<file path="src/rtl/uc_secuenciador_if.sv">
// Control bundle between the uc_secuenciador control unit and the microcontroller datapath.
// The master side drives the instruction fields; the slave side is the control unit.
interface uc_secuenciador_if;
  logic [5:0]  opcode;
  logic        zero;
  logic [1:0]  puerto1;
  logic [1:0]  puerto2;
  logic [24:0] contador;

  logic [2:0]  op;
  logic        we3;
  logic        s_inm;
  logic        s_inc;
  logic        s_rel;
  logic        s_ret;
  logic        enablebackup;
  logic        selentrada;
  logic        selsalida;
  logic        enable0;
  logic        enable1;
  logic        enable2;
  logic        enable3;
  logic        s_cont;
  logic        pc_hold;
  logic        busy;
  logic        call_err;

  modport master (
    output opcode, zero, puerto1, puerto2, contador,
    input  op, we3, s_inm, s_inc, s_rel, s_ret, enablebackup,
           selentrada, selsalida, enable0, enable1, enable2, enable3,
           s_cont, pc_hold, busy, call_err
  );

  modport slave (
    input  opcode, zero, puerto1, puerto2, contador,
    output op, we3, s_inm, s_inc, s_rel, s_ret, enablebackup,
           selentrada, selsalida, enable0, enable1, enable2, enable3,
           s_cont, pc_hold, busy, call_err
  );
endinterface

</file>
<file path="src/rtl/uc_secuenciador.sv">
// Control unit: opcode decode plus WAIT stall sequencing and single-level CALL/RET tracking.
// Define UC_WAIT_EN to build the WAIT states and the 25-bit stall counter.
module uc_secuenciador (
  input  logic              clk,
  input  logic              reset,
  uc_secuenciador_if.slave  bus
);

  typedef enum logic [1:0] {
    RUN       = 2'd0,
    WAIT_LOAD = 2'd1,
    WAIT_RUN  = 2'd2
  } state_t;

  state_t     w_state;
  logic       r_callActive;
  logic       r_callErr;
  logic       w_isCall;
  logic       w_isRet;
  logic [3:0] w_enable;

`ifdef UC_WAIT_EN
  state_t      r_state;
  state_t      w_stateNext;
  logic [24:0] r_cnt;
  logic [24:0] w_cntNext;

  always_ff @(posedge clk) begin
    if (reset) begin
      r_state <= RUN;
      r_cnt   <= '0;
    end else begin
      r_state <= w_stateNext;
      r_cnt   <= w_cntNext;
    end
  end

  assign w_state = r_state;
`else
  assign w_state = RUN;
`endif

  // Outputs are forced to their idle values while reset is high, so a reset
  // during a stall releases the PC in the same cycle.
  always_comb begin
    bus.op           = 3'b000;
    bus.we3          = 1'b0;
    bus.s_inm        = 1'b0;
    bus.s_inc        = 1'b1;
    bus.s_rel        = 1'b0;
    bus.s_ret        = 1'b0;
    bus.enablebackup = 1'b0;
    bus.selentrada   = 1'b0;
    bus.selsalida    = 1'b0;
    bus.s_cont       = 1'b0;
    bus.pc_hold      = 1'b0;
    w_enable         = 4'b0000;
    w_isCall         = 1'b0;
    w_isRet          = 1'b0;
`ifdef UC_WAIT_EN
    w_stateNext      = r_state;
    w_cntNext        = r_cnt;
`endif
    if (!reset) begin
      case (w_state)
        RUN: begin
          if (bus.opcode[5:3] == 3'b000) begin
            bus.op  = bus.opcode[2:0];
            bus.we3 = 1'b1;
          end else begin
            case (bus.opcode)
              6'b001000: begin
                bus.s_inm = 1'b1;
                bus.we3   = 1'b1;
              end
              6'b001001: begin
                bus.selentrada = 1'b1;
                bus.we3        = 1'b1;
              end
              6'b001010: begin
                bus.selsalida = 1'b1;
                w_enable      = 4'b0001 << bus.puerto2;
              end
              6'b001011: w_enable  = 4'b0001 << bus.puerto1;
              6'b010000: bus.s_inc = 1'b0;
              6'b010001: bus.s_inc = ~bus.zero;
              6'b010010: bus.s_inc = bus.zero;
              6'b010011: bus.s_rel = 1'b1;
              6'b010100: begin
                bus.enablebackup = 1'b1;
                bus.s_inc        = 1'b0;
                w_isCall         = 1'b1;
              end
              // A RET with no open CALL falls through as a NOP.
              6'b010101: begin
                w_isRet   = 1'b1;
                bus.s_ret = r_callActive;
              end
`ifdef UC_WAIT_EN
              6'b011000: begin
                bus.s_cont  = 1'b1;
                bus.pc_hold = 1'b1;
                w_stateNext = WAIT_LOAD;
              end
`endif
              default: ;
            endcase
          end
        end
`ifdef UC_WAIT_EN
        WAIT_LOAD: begin
          bus.pc_hold = 1'b1;
          w_cntNext   = bus.contador;
          w_stateNext = WAIT_RUN;
        end
        // The PC is released on the cycle the count reaches zero.
        WAIT_RUN: begin
          if (r_cnt != 25'd0) begin
            bus.pc_hold = 1'b1;
            w_cntNext   = r_cnt - 25'd1;
          end else begin
            w_stateNext = RUN;
          end
        end
`endif
        default: ;
      endcase
    end
  end

  always_ff @(posedge clk) begin
    if (reset) begin
      r_callActive <= 1'b0;
      r_callErr    <= 1'b0;
    end else if (w_isCall) begin
      r_callActive <= 1'b1;
      if (r_callActive) begin
        r_callErr <= 1'b1;
      end
    end else if (w_isRet) begin
      if (r_callActive) begin
        r_callActive <= 1'b0;
      end else begin
        r_callErr <= 1'b1;
      end
    end
  end

  assign bus.enable0  = w_enable[0];
  assign bus.enable1  = w_enable[1];
  assign bus.enable2  = w_enable[2];
  assign bus.enable3  = w_enable[3];
  assign bus.busy     = (~reset) & (w_state != RUN);
  assign bus.call_err = r_callErr;

endmodule
</file>
<file path="src/flat_wrapper.sv">
// flat-port wrapper written by rule: the top's interface ports become plain ports
module uc_secuenciador_flat 
  (clk, reset, bus_opcode, bus_zero, bus_puerto1, bus_puerto2, bus_contador, bus_op, bus_we3, bus_s_inm, bus_s_inc, bus_s_rel, bus_s_ret, bus_enablebackup, bus_selentrada, bus_selsalida, bus_enable0, bus_enable1, bus_enable2, bus_enable3, bus_s_cont, bus_pc_hold, bus_busy, bus_call_err);
  uc_secuenciador_if bus_i ();
  input  logic clk;
  input  logic reset;
  input wire logic [$bits(bus_i.opcode)-1:0] bus_opcode;
  input wire logic [$bits(bus_i.zero)-1:0] bus_zero;
  input wire logic [$bits(bus_i.puerto1)-1:0] bus_puerto1;
  input wire logic [$bits(bus_i.puerto2)-1:0] bus_puerto2;
  input wire logic [$bits(bus_i.contador)-1:0] bus_contador;
  output wire logic [$bits(bus_i.op)-1:0] bus_op;
  output wire logic [$bits(bus_i.we3)-1:0] bus_we3;
  output wire logic [$bits(bus_i.s_inm)-1:0] bus_s_inm;
  output wire logic [$bits(bus_i.s_inc)-1:0] bus_s_inc;
  output wire logic [$bits(bus_i.s_rel)-1:0] bus_s_rel;
  output wire logic [$bits(bus_i.s_ret)-1:0] bus_s_ret;
  output wire logic [$bits(bus_i.enablebackup)-1:0] bus_enablebackup;
  output wire logic [$bits(bus_i.selentrada)-1:0] bus_selentrada;
  output wire logic [$bits(bus_i.selsalida)-1:0] bus_selsalida;
  output wire logic [$bits(bus_i.enable0)-1:0] bus_enable0;
  output wire logic [$bits(bus_i.enable1)-1:0] bus_enable1;
  output wire logic [$bits(bus_i.enable2)-1:0] bus_enable2;
  output wire logic [$bits(bus_i.enable3)-1:0] bus_enable3;
  output wire logic [$bits(bus_i.s_cont)-1:0] bus_s_cont;
  output wire logic [$bits(bus_i.pc_hold)-1:0] bus_pc_hold;
  output wire logic [$bits(bus_i.busy)-1:0] bus_busy;
  output wire logic [$bits(bus_i.call_err)-1:0] bus_call_err;
  assign bus_i.opcode = bus_opcode;
  assign bus_i.zero = bus_zero;
  assign bus_i.puerto1 = bus_puerto1;
  assign bus_i.puerto2 = bus_puerto2;
  assign bus_i.contador = bus_contador;
  assign bus_op = bus_i.op;
  assign bus_we3 = bus_i.we3;
  assign bus_s_inm = bus_i.s_inm;
  assign bus_s_inc = bus_i.s_inc;
  assign bus_s_rel = bus_i.s_rel;
  assign bus_s_ret = bus_i.s_ret;
  assign bus_enablebackup = bus_i.enablebackup;
  assign bus_selentrada = bus_i.selentrada;
  assign bus_selsalida = bus_i.selsalida;
  assign bus_enable0 = bus_i.enable0;
  assign bus_enable1 = bus_i.enable1;
  assign bus_enable2 = bus_i.enable2;
  assign bus_enable3 = bus_i.enable3;
  assign bus_s_cont = bus_i.s_cont;
  assign bus_pc_hold = bus_i.pc_hold;
  assign bus_busy = bus_i.busy;
  assign bus_call_err = bus_i.call_err;
  uc_secuenciador u_core (.clk(clk), .reset(reset), .bus(bus_i));
endmodule
</file>
<file path="config.mk">
export PLATFORM = sky130hd
export DESIGN_NAME = uc_secuenciador_flat
export DESIGN_NICKNAME = d
export VERILOG_FILES = /design/src/rtl/uc_secuenciador_if.sv /design/src/rtl/uc_secuenciador.sv /design/src/flat_wrapper.sv
export SDC_FILE = /design/constraint.sdc
export NUM_CORES = 1
export LEC_CHECK = 0
export ABC_CLOCK_PERIOD_IN_PS = 2740
export BUFFER_PORTS_ARGS = -buffer_cell sky130_fd_sc_hd__buf_2
export CORE_AREA = 3 3 40 42
export DETAILED_ROUTE_END_ITERATION = 8
export DIE_AREA = 0 0 43 45
export GPL_TIMING_DRIVEN = 0
export PLACE_DENSITY = 0.74
export SETUP_SLACK_MARGIN = 0.5
export SKIP_LAST_GASP = 1
export SYNTH_ARGS = -nofsm -noshare
export SYNTH_HDL_FRONTEND = slang
export SYNTH_SLANG_ARGS = --single-unit
export TNS_END_PERCENT = 30
</file>
<file path="constraint.sdc">
create_clock -name clk -period 2.74 [get_ports clk]
set_input_delay 0.411 -clock clk [delete_from_list [all_inputs] [get_ports clk]]
set_output_delay 0.411 -clock clk [all_outputs]
set_load 0.03 [all_outputs]
</file>
==> results of run 1 <==
## layout make-up
type / instances / area [µm²]
well taps: 15 / 18.8
flip-flops and latches: 2 / 40.0
plain buffers: 4 / 26.3
multi-input cells: 42 / 258
clock buffers: 3 / 22.5
repair buffers: 28 / 140
fillers: 141 / 772
inverters: 2 / 7.51
## per-stage QoR
stage | setup slack (ps) | std cells | power, µW | area, µm² | util, %
final | 751 | 96 | 141 | 513 | 39.9
after CTS | 745 | 96 | 144 | 513 | 39.9
after detailed placement | 750 | 93 | 76.7 | 490 | 38.2
after floorplan | 833 | 50 | 58.0 | 332 | -
after global routing | 612 | 96 | 153 | 513 | 39.9
after global placement | 725 | 93 | 75.6 | 490 | 38.2
## worst max-delay path, cell delays in order
cell and delay [ps]:
buf_2 110, nor4b_1 470, nand3b_1 240, nor2_1 140
buf_2 210
## Yosys cell counts, drive strengths merged
cell / count / area, µm²
and3: 1 / 6.26
xnor2: 1 / 8.76
clkbuf: 1 / 3.75
nor3: 1 / 5.00
nand3: 2 / 10.0
a21oi: 5 / 25.0
nand2b: 4 / 25.0
conb: 1 / 3.75
and2: 3 / 18.8
mux2i: 1 / 10.0
inv: 2 / 7.51
dfxtp: 2 / 40.0
nor4b: 2 / 23.8
nand3b: 6 / 45.0
or3: 2 / 12.5
nor2: 5 / 18.8
o21ai: 1 / 5.00
nand2: 1 / 3.75
nor4: 1 / 6.26
buf: 3 / 22.5
or3b: 1 / 8.76
and2b: 1 / 7.51
o22ai: 1 / 6.26
## kinds of logic after synthesis
logic type      Yosys count  share of synthesized area [%]
compound gates            7                           11.2
xor+xnor                  1                           2.70
buf+inv                   6                           10.4
flops                     2                           12.4
mux                       1                           3.09
other cells               1                           1.16
simple gates             30                           59.1
## report_power, final
group | leakage (µW) | internal (µW) | switching (µW)
sequential | 0.0000161 | 29.8 | 0.262
clock | 0.0000138 | 48.3 | 16.1
combinational | 0.000244 | 18.9 | 27.5
total | 0.000274 | 96.9 | 43.9
## worst max path at each step
stage                       start               end  slack, ps  cells after the start
global route        bus_opcode[5]  bus_enablebackup        610                      5
detailed placement  bus_opcode[5]  bus_enablebackup        750                      5
floorplan           bus_opcode[2]         bus_s_inm        830                      3
finish              bus_opcode[5]  bus_enablebackup        750                      5
global placement    bus_opcode[5]         bus_s_ret        720                      5
CTS                 bus_opcode[5]  bus_enablebackup        740                      5
## registers in the layout, indices dropped and copies added (netlist names)
name / cells
u_core.r_callActive: 1
u_core.bus.call_err: 1
## layer usage
metal  up-vias  part of all wire (%)  routed length, µm  GRT usage (%)
met5         -                     0                  0              0
met4         0                     0                  0           7.23
met3         0                    11                105          0.797
met2        21                    45                430           16.2
met1       193                    44                423           12.0
li1        229                     -                  -              -
==> metrics.md, run 1 <==
| Metric | Value |
|---|---|
| Root buffer cell | clkbuf_4 |
| Cell Rows | 13 |
| Clock Path Buffers | 2 |
| Vias per inst | 4.61 |
| Final WL | 959 µm |
| Reg clk slew, reported paths | 30 ps |
| Hold path start | reset |
| Gr ovfl total | 0 |
| Most frequent cells in the layout | 28 x buf_2, 6 x nand3b_1, 5 x nor2_1, 5 x a21oi_1, 4 x nand2b_1 |
| I/O pin cnt | 57 |
| Yosys reg bits | 2 |
| Initial cell density of the core | 25.2% |
| Most common cell after layout, fill and taps aside | buf_2 |
| Port Buffer Count | 28 |
| Routed Antenna Nets | 0 |
| Worst R2R Setup Slack | 2050 ps |
| Synth warn | 0 |
| Die footprint | 1940 µm² |
| Cts hold-fix bufs | 0 |
| Critical-path maximum fanout | 4 |
| Clk_lat worst skew | 220 ps |
| Synth-to-Final Area Change | 58.3% |
| Slew Viols, Final | 0 |
| PD cells | 274 nW/µm² |
| Layout Skew | 5.30 ps |
| DRC errors left | 0 |
| Max Fclk | 0.503 GHz |
| Core outline area | 1280 µm² |
| DR vias | 443 |
| First drt pass iteration count | 3 |
| Worst EP arrival | 1580 ps |
| Setup Viol. Count Final | 0 |
| Synthesized area | 324 µm² |
| Wire per inst | 9.99 µm |
| WHS | 455 ps |
| Number of global-route vias before repair | 350 |
| Global-route wire length before repair | 1480 µm |
| Period utilization | 72.6% |
| Outcome | finished, final reports clean |
| Hold path depth | 2 |
| Fraction of layout cells with a size suffix above 1 | 43.2% |
| Seq/Total Area, Yosys | 12.4% |
| Gpl congestion | 0.651 |
| R2R depth | 2 |
| Fin Setup TNS | 0 ps |
| Worst r2r src | u_core.r_callActive |
| Post-CTS setup buffers | 0 |
| CTS tree | done |
| Initial DRC count | 4 |
| Maxcap violations | 0 |
| Die Wd | 43 µm |
| Critical Path Source Type | input pin |
| Antenna violations before repair | 0 |
| # clock sinks | 2 |
| CP Capture Type | primary output |
| Worst Path Required | 2330 ps |
| Nets | 121 |
| Final min period | 1990 ps |
| # diodes | 0 |
| Hold endpoint | u_core.bus.call_err |
| Total Routing Usage GR | 9.80% |
| Final Hold Vio Count | 0 |
| Total CTS buffers | 3 |
| Peak supply drop | 0.184 mV |
| Avg Inst Size Synth | 6.75 µm² |
| RSZ-0062 raised after global routing | no |
| Leakage | 0.000274 µW |
| Count of different cell masters after synthesis | 24 |
| Largest net degree at the start of global routing | 11 |
| DIE HEIGHT | 45 µm |
| Cts repair resizes | 0 |
| Critical path class | in2out |
| Worst Hold Class | in2reg |
| Htree depth | 1 |
| Reg-to-reg endpoint | u_core.bus.call_err |
| Mapped Cells | 48 |
(Power assumes the default switching activity.)
==> inputs of run 2 (changes only) <==
--- a/config.mk
+++ b/config.mk
@@ -5,11 +5,11 @@
 export SDC_FILE = /design/constraint.sdc
 export NUM_CORES = 1
 export LEC_CHECK = 0
-export ABC_CLOCK_PERIOD_IN_PS = 2740
+export ABC_CLOCK_PERIOD_IN_PS = 1600
 export BUFFER_PORTS_ARGS = -buffer_cell sky130_fd_sc_hd__buf_2
-export CORE_AREA = 3 3 40 42
+export CORE_MARGIN = 3
+export CORE_UTILIZATION = 23
 export DETAILED_ROUTE_END_ITERATION = 8
-export DIE_AREA = 0 0 43 45
 export GPL_TIMING_DRIVEN = 0
 export PLACE_DENSITY = 0.74
 export SETUP_SLACK_MARGIN = 0.5
==> constraint.sdc (replaced) <==
create_clock -name clk -period 1.6 [get_ports clk]
set_input_delay 0.24 -clock clk [delete_from_list [all_inputs] [get_ports clk]]
set_output_delay 0.24 -clock clk [all_outputs]
set_load 0.03 [all_outputs]
==> metrics.md, run 2 (synthesis results as in run 1) <==
| Metric | Value |
|---|---|
| DIE HEIGHT | 43.5 µm |
| Fin Setup TNS | 0 ps |
| Critical-path maximum fanout | 5 |
| Worst r2r src | u_core.r_callActive |
| Critical Path Source Type | input pin |
| Gr ovfl total | 0 |
| Area post-placement | 564 µm² |
| Post-route cell area | 747 µm² |
| Outcome | finished, final reports clean |
| Total CTS buffers | 3 |
| Most frequent cells in the layout | 16 x buf_2, 9 x buf_6, 8 x buf_4 |
| Final WL | 1350 µm |
| Core outline area | 1220 µm² |
| Max Fclk | 0.649 GHz |
| Antenna violations before repair | 0 |
| Pint | 191 µW |
| Initial DRC count | 1 |
| Reg power frac | 17.9% |
| Met2 Resource Use GR | 26.5% |
| Slew Viols, Final | 0 |
| Die footprint | 1900 µm² |
| Vias per inst | 5.00 |
| GR Layer Usage met1 | 11.7% |
| # clock sinks | 2 |
| First drt pass iteration count | 2 |
| CTS tree | done |
| I/O pin cnt | 57 |
| Fillers | 107 |
| Global-route met3 utilization | 2.07% |
| Logic pwr share | 42.3% |
| Total Routing Usage GR | 12.8% |
| RSZ-0062 raised after global routing | yes |
| Final Hold Vio Count | 0 |
| Fraction of layout cells with a size suffix above 1 | 64.0% |
| DRC errors left | 0 |
| Period utilization | 96.4% |
| Nets | 126 |
| Global-route wire length before repair | 1830 µm |
| DR vias | 500 |
| Maxcap violations | 0 |
| Root buffer cell | clkbuf_4 |
| Initial cell density of the core | 26.6% |
| Switching share of power | 33.7% |
| Wire per inst | 13.5 µm |
| Gpl congestion | 0.707 |
| Synth-to-Final Area Change | 131% |
| Peak supply drop | 0.240 mV |
| End point of the critical path | bus_s_inm |
| Sw Pwr | 96.9 µW |
| PD cells | 385 nW/µm² |
| Number of global-route vias before repair | 455 |
| Setup Viol. Count Final | 0 |
| Largest net degree at the start of global routing | 11 |
| Critical path class | in2out |
| Post-layout util | 61.4% |
| Leakage | 0.000337 µW |
| Worst Hold Class | in2reg |
| Layout Skew | 6.15 ps |
| Final min period | 1540 ps |
| Die Wd | 43.5 µm |
| CP Capture Type | primary output |
| # diodes | 0 |
| Final HPWL from detailed placement | 923 µm |
| Clk pwr share | 39.8% |
| Critical path origin | bus_opcode[2] |
| Clk_lat worst skew | 230 ps |
| Htree depth | 1 |
| Cell Rows | 12 |
| Most common cell after layout, fill and taps aside | buf_2 |
| R2R depth | 2 |
| Reg-to-reg endpoint | u_core.bus.call_err |
| GR peak layer | met2 |
| Clock Path Buffers | 2 |
| Cts hold-fix bufs | 0 |
| Worst EP arrival | 1300 ps |
| Worst Path Required | 1360 ps |
| WHS | 252 ps |
| Routed Antenna Nets | 0 |
| Reg clk slew, reported paths | 30 ps |
| Worst R2R Setup Slack | 930 ps |
| Port Buffer Count | 28 |
-- run 2: changes by cell type in the layout (fill, tap and decap cells not counted), sizes merged --
cell  delta
buf      +5
-- run 2: final cells by class --
class,instances,area [µm²],area share (%)
flip-flops and latches,2,40.0,5.36
well taps,14,17.5,2.35
repair buffers,33,269,36.0
inverters,2,7.51,1.01
clock buffers,3,22.5,3.02
multi-input cells,42,360,48.2
plain buffers,4,30.0,4.02
-- run 2: timing repair --
item / in CTS / in global routing
pin swaps: 5 / 6
buffers inserted: 3 / 2
gates resized for setup: 19 / 17
endpoints found under the setup margin: 16 / 17
-- run 2: worst min-delay path by stage --
stage,start,to,slack [ps],cells past startpoint
floorplan,reset,u_core.bus.call_err,340,1
global placement,u_core.bus.call_err,u_core.bus.call_err,460,2
detailed placement,u_core.bus.call_err,u_core.bus.call_err,460,2
CTS,reset,u_core.bus.call_err,220,2
global route,reset,u_core.bus.call_err,250,2
finish,reset,u_core.bus.call_err,250,2
-- run 2: worst max-delay path, cell delays in order --
cell and delay, ps:
buf_12 110, nor4b_4 270, or3b_4 450, nor2_4 100, buf_6 130
-- run 2: per-stage QoR --
step                      worst slack (ps)  power [µW]  cells
after floorplan                        213         108     50
after CTS                             38.4         280     98
after global placement               -52.0         141     92
after detailed placement             -73.3         144     92
final                                 58.0         288    100
after global routing                  11.5         306    100
-- run 2: power by group through the flow --
| stage | logic (µW) | clock network (µW) | registers (µW) |
|---|---|---|---|
| 2_1_floorplan | 55.7 | 0 | 52.7 |
| 3_5_place_dp | 92.2 | 0 | 52.0 |
| 3_3_place_gp | 89.1 | 0 | 52.0 |
| 6_report | 122 | 115 | 51.4 |
| 4_1_cts | 108 | 121 | 51.3 |
| 5_1_grt | 130 | 125 | 51.4 |
-- run 2: layer usage --
metal / wire [µm] / part of all wire, %
met1: 438 / 33
met2: 842 / 63
met3: 63 / 4.7
met4: 0 / 0
met5: 0 / 0
==> inputs of run 3 (changes only) <==
--- a/config.mk
+++ b/config.mk
@@ -11,6 +11,7 @@
 export CORE_UTILIZATION = 23
 export DETAILED_ROUTE_END_ITERATION = 8
 export GPL_TIMING_DRIVEN = 0
+export MAX_ROUTING_LAYER = met4
 export PLACE_DENSITY = 0.74
 export SETUP_SLACK_MARGIN = 0.5
 export SKIP_LAST_GASP = 1
==> metrics.md, run 3 (synthesis results as in run 1) <==
| Metric | Value |
|---|---|
| Outcome | finished, final reports clean |
| Worst EP arrival | 1300 ps |
| Fraction of layout cells with a size suffix above 1 | 64.0% |
| Peak supply drop | 0.240 mV |
| Placed Instances | 92 |
| Antenna violations before repair | 0 |
| Gpl congestion | 0.715 |
| Gr ovfl total | 0 |
| Slew Viols, Final | 0 |
| Initial cell density of the core | 26.6% |
| Final WL | 1340 µm |
| Critical Path Source Type | input pin |
| Cts hold-fix bufs | 0 |
| Reg clk slew, reported paths | 30 ps |
| Worst Path Required | 1360 ps |
| PD cells | 385 nW/µm² |
| Worst Hold Class | in2reg |
| Die Wd | 43.5 µm |
| Max incr delay on CP | 450 ps |
| I/O pin cnt | 57 |
| # diodes | 0 |
| Fin Setup TNS | 0 ps |
| Final std cells w/o fill | 100 |
| Clock Path Buffers | 2 |
| Final min period | 1540 ps |
| Period utilization | 96.4% |
| Most common cell after layout, fill and taps aside | buf_2 |
| Most frequent cells in the layout | 16 x buf_2, 9 x buf_6, 8 x buf_4 |
| Total Routing Usage GR | 13.1% |
| Largest net degree at the start of global routing | 11 |
| WHS | 252 ps |
| RSZ-0062 raised after global routing | yes |
| Fillers | 107 |
| Port Buffer Count | 28 |
| DR vias | 501 |
| Leakage | 0.000337 µW |
| Maxcap violations | 0 |
| Nets | 126 |
| # clock sinks | 2 |
| Cell Rows | 12 |
| Total CTS buffers | 3 |
| Htree depth | 1 |
| Routed Antenna Nets | 0 |
| Final Hold Vio Count | 0 |
| CP Capture Type | primary output |
| Root buffer cell | clkbuf_4 |
| Critical Path Slowest Stage Cell | or3b_4 |
| Vias per inst | 5.01 |
| Max Fclk | 0.649 GHz |
| CP cell instances | buf_12, nor4b_4, or3b_4, nor2_4, buf_6 |
| DRC errors left | 0 |
| Synth-to-Final Area Change | 131% |
| Hold path depth | 2 |
| Die footprint | 1900 µm² |
| R2R depth | 2 |
| Final HPWL from detailed placement | 923 µm |
| First drt pass iteration count | 2 |
| CTS tree | done |
| Wire per inst | 13.4 µm |
| Setup Viol. Count Final | 0 |
| Number of global-route vias before repair | 455 |
| Critical-path maximum fanout | 5 |
| Clk_lat worst skew | 230 ps |
| Initial DRC count | 1 |
| DIE HEIGHT | 43.5 µm |
| Layout Skew | 6.15 ps |
| Core outline area | 1220 µm² |
| Critical path class | in2out |
| Global-route wire length before repair | 1830 µm |
==> run 3: critical path: cells and delay by family <==
family	cells	cell delay, ps
AND/OR/NAND/NOR	3	820
buffers and inverters	2	240
==> run 3: per-layer routing <==
metal	vias up	GRT usage (%)	wire, µm
met3	0	2.07	63
met5	-	-	0
met1	244	11.7	429
li1	241	-	-
met4	0	5.42	0
met2	16	26.5	850
==> run 3: path summary, 6_finish.rpt <==
kind / from / endpoint / slack, ps
worst max-delay path: bus_opcode[2] / bus_s_inm / 60
worst min-delay path: reset / u_core.bus.call_err / 250
worst max register to register: u_core.r_callActive / u_core.bus.call_err / 930
worst min register to register: u_core.bus.call_err / u_core.bus.call_err / 500
==> run 3: final cells by class <==
| type | count | area [µm²] | share of cell area, % |
|---|---|---|---|
| plain buffers | 4 | 30.0 | 4.02 |
| well taps | 14 | 17.5 | 2.35 |
| multi-input cells | 42 | 360 | 48.2 |
| clock buffers | 3 | 22.5 | 3.02 |
| flip-flops and latches | 2 | 40.0 | 5.36 |
| repair buffers | 33 | 269 | 36.0 |
| inverters | 2 | 7.51 | 1.01 |
==> run 3: through the flow <==
stage	power, µW	setup slack, ps	utilization, %	area (µm²)
floorplan	108	213	-	407
global placement	141	-52.0	46.4	564
detailed placement	144	-73.3	46.4	564
CTS	280	38.4	55.6	676
global route	306	11.5	61.4	747
finish	288	58.1	61.4	747
==> run 3: timing repair <==
| action | CTS | global route |
|---|---|---|
| cloned | 0 | 0 |
| setup buffers | 3 | 2 |
| pin swaps | 5 | 6 |
| endpoints found under the setup margin | 16 | 17 |
| gates resized for setup | 19 | 17 |
==> run 3: where the power goes <==
part / internal, µW / switching (µW) / leakage, µW / total [µW]
registers: 50.9 / 0.500 / 0.0000161 / 51.4
clock network: 83.1 / 31.5 / 0.0000138 / 115
logic: 56.6 / 64.9 / 0.000307 / 122
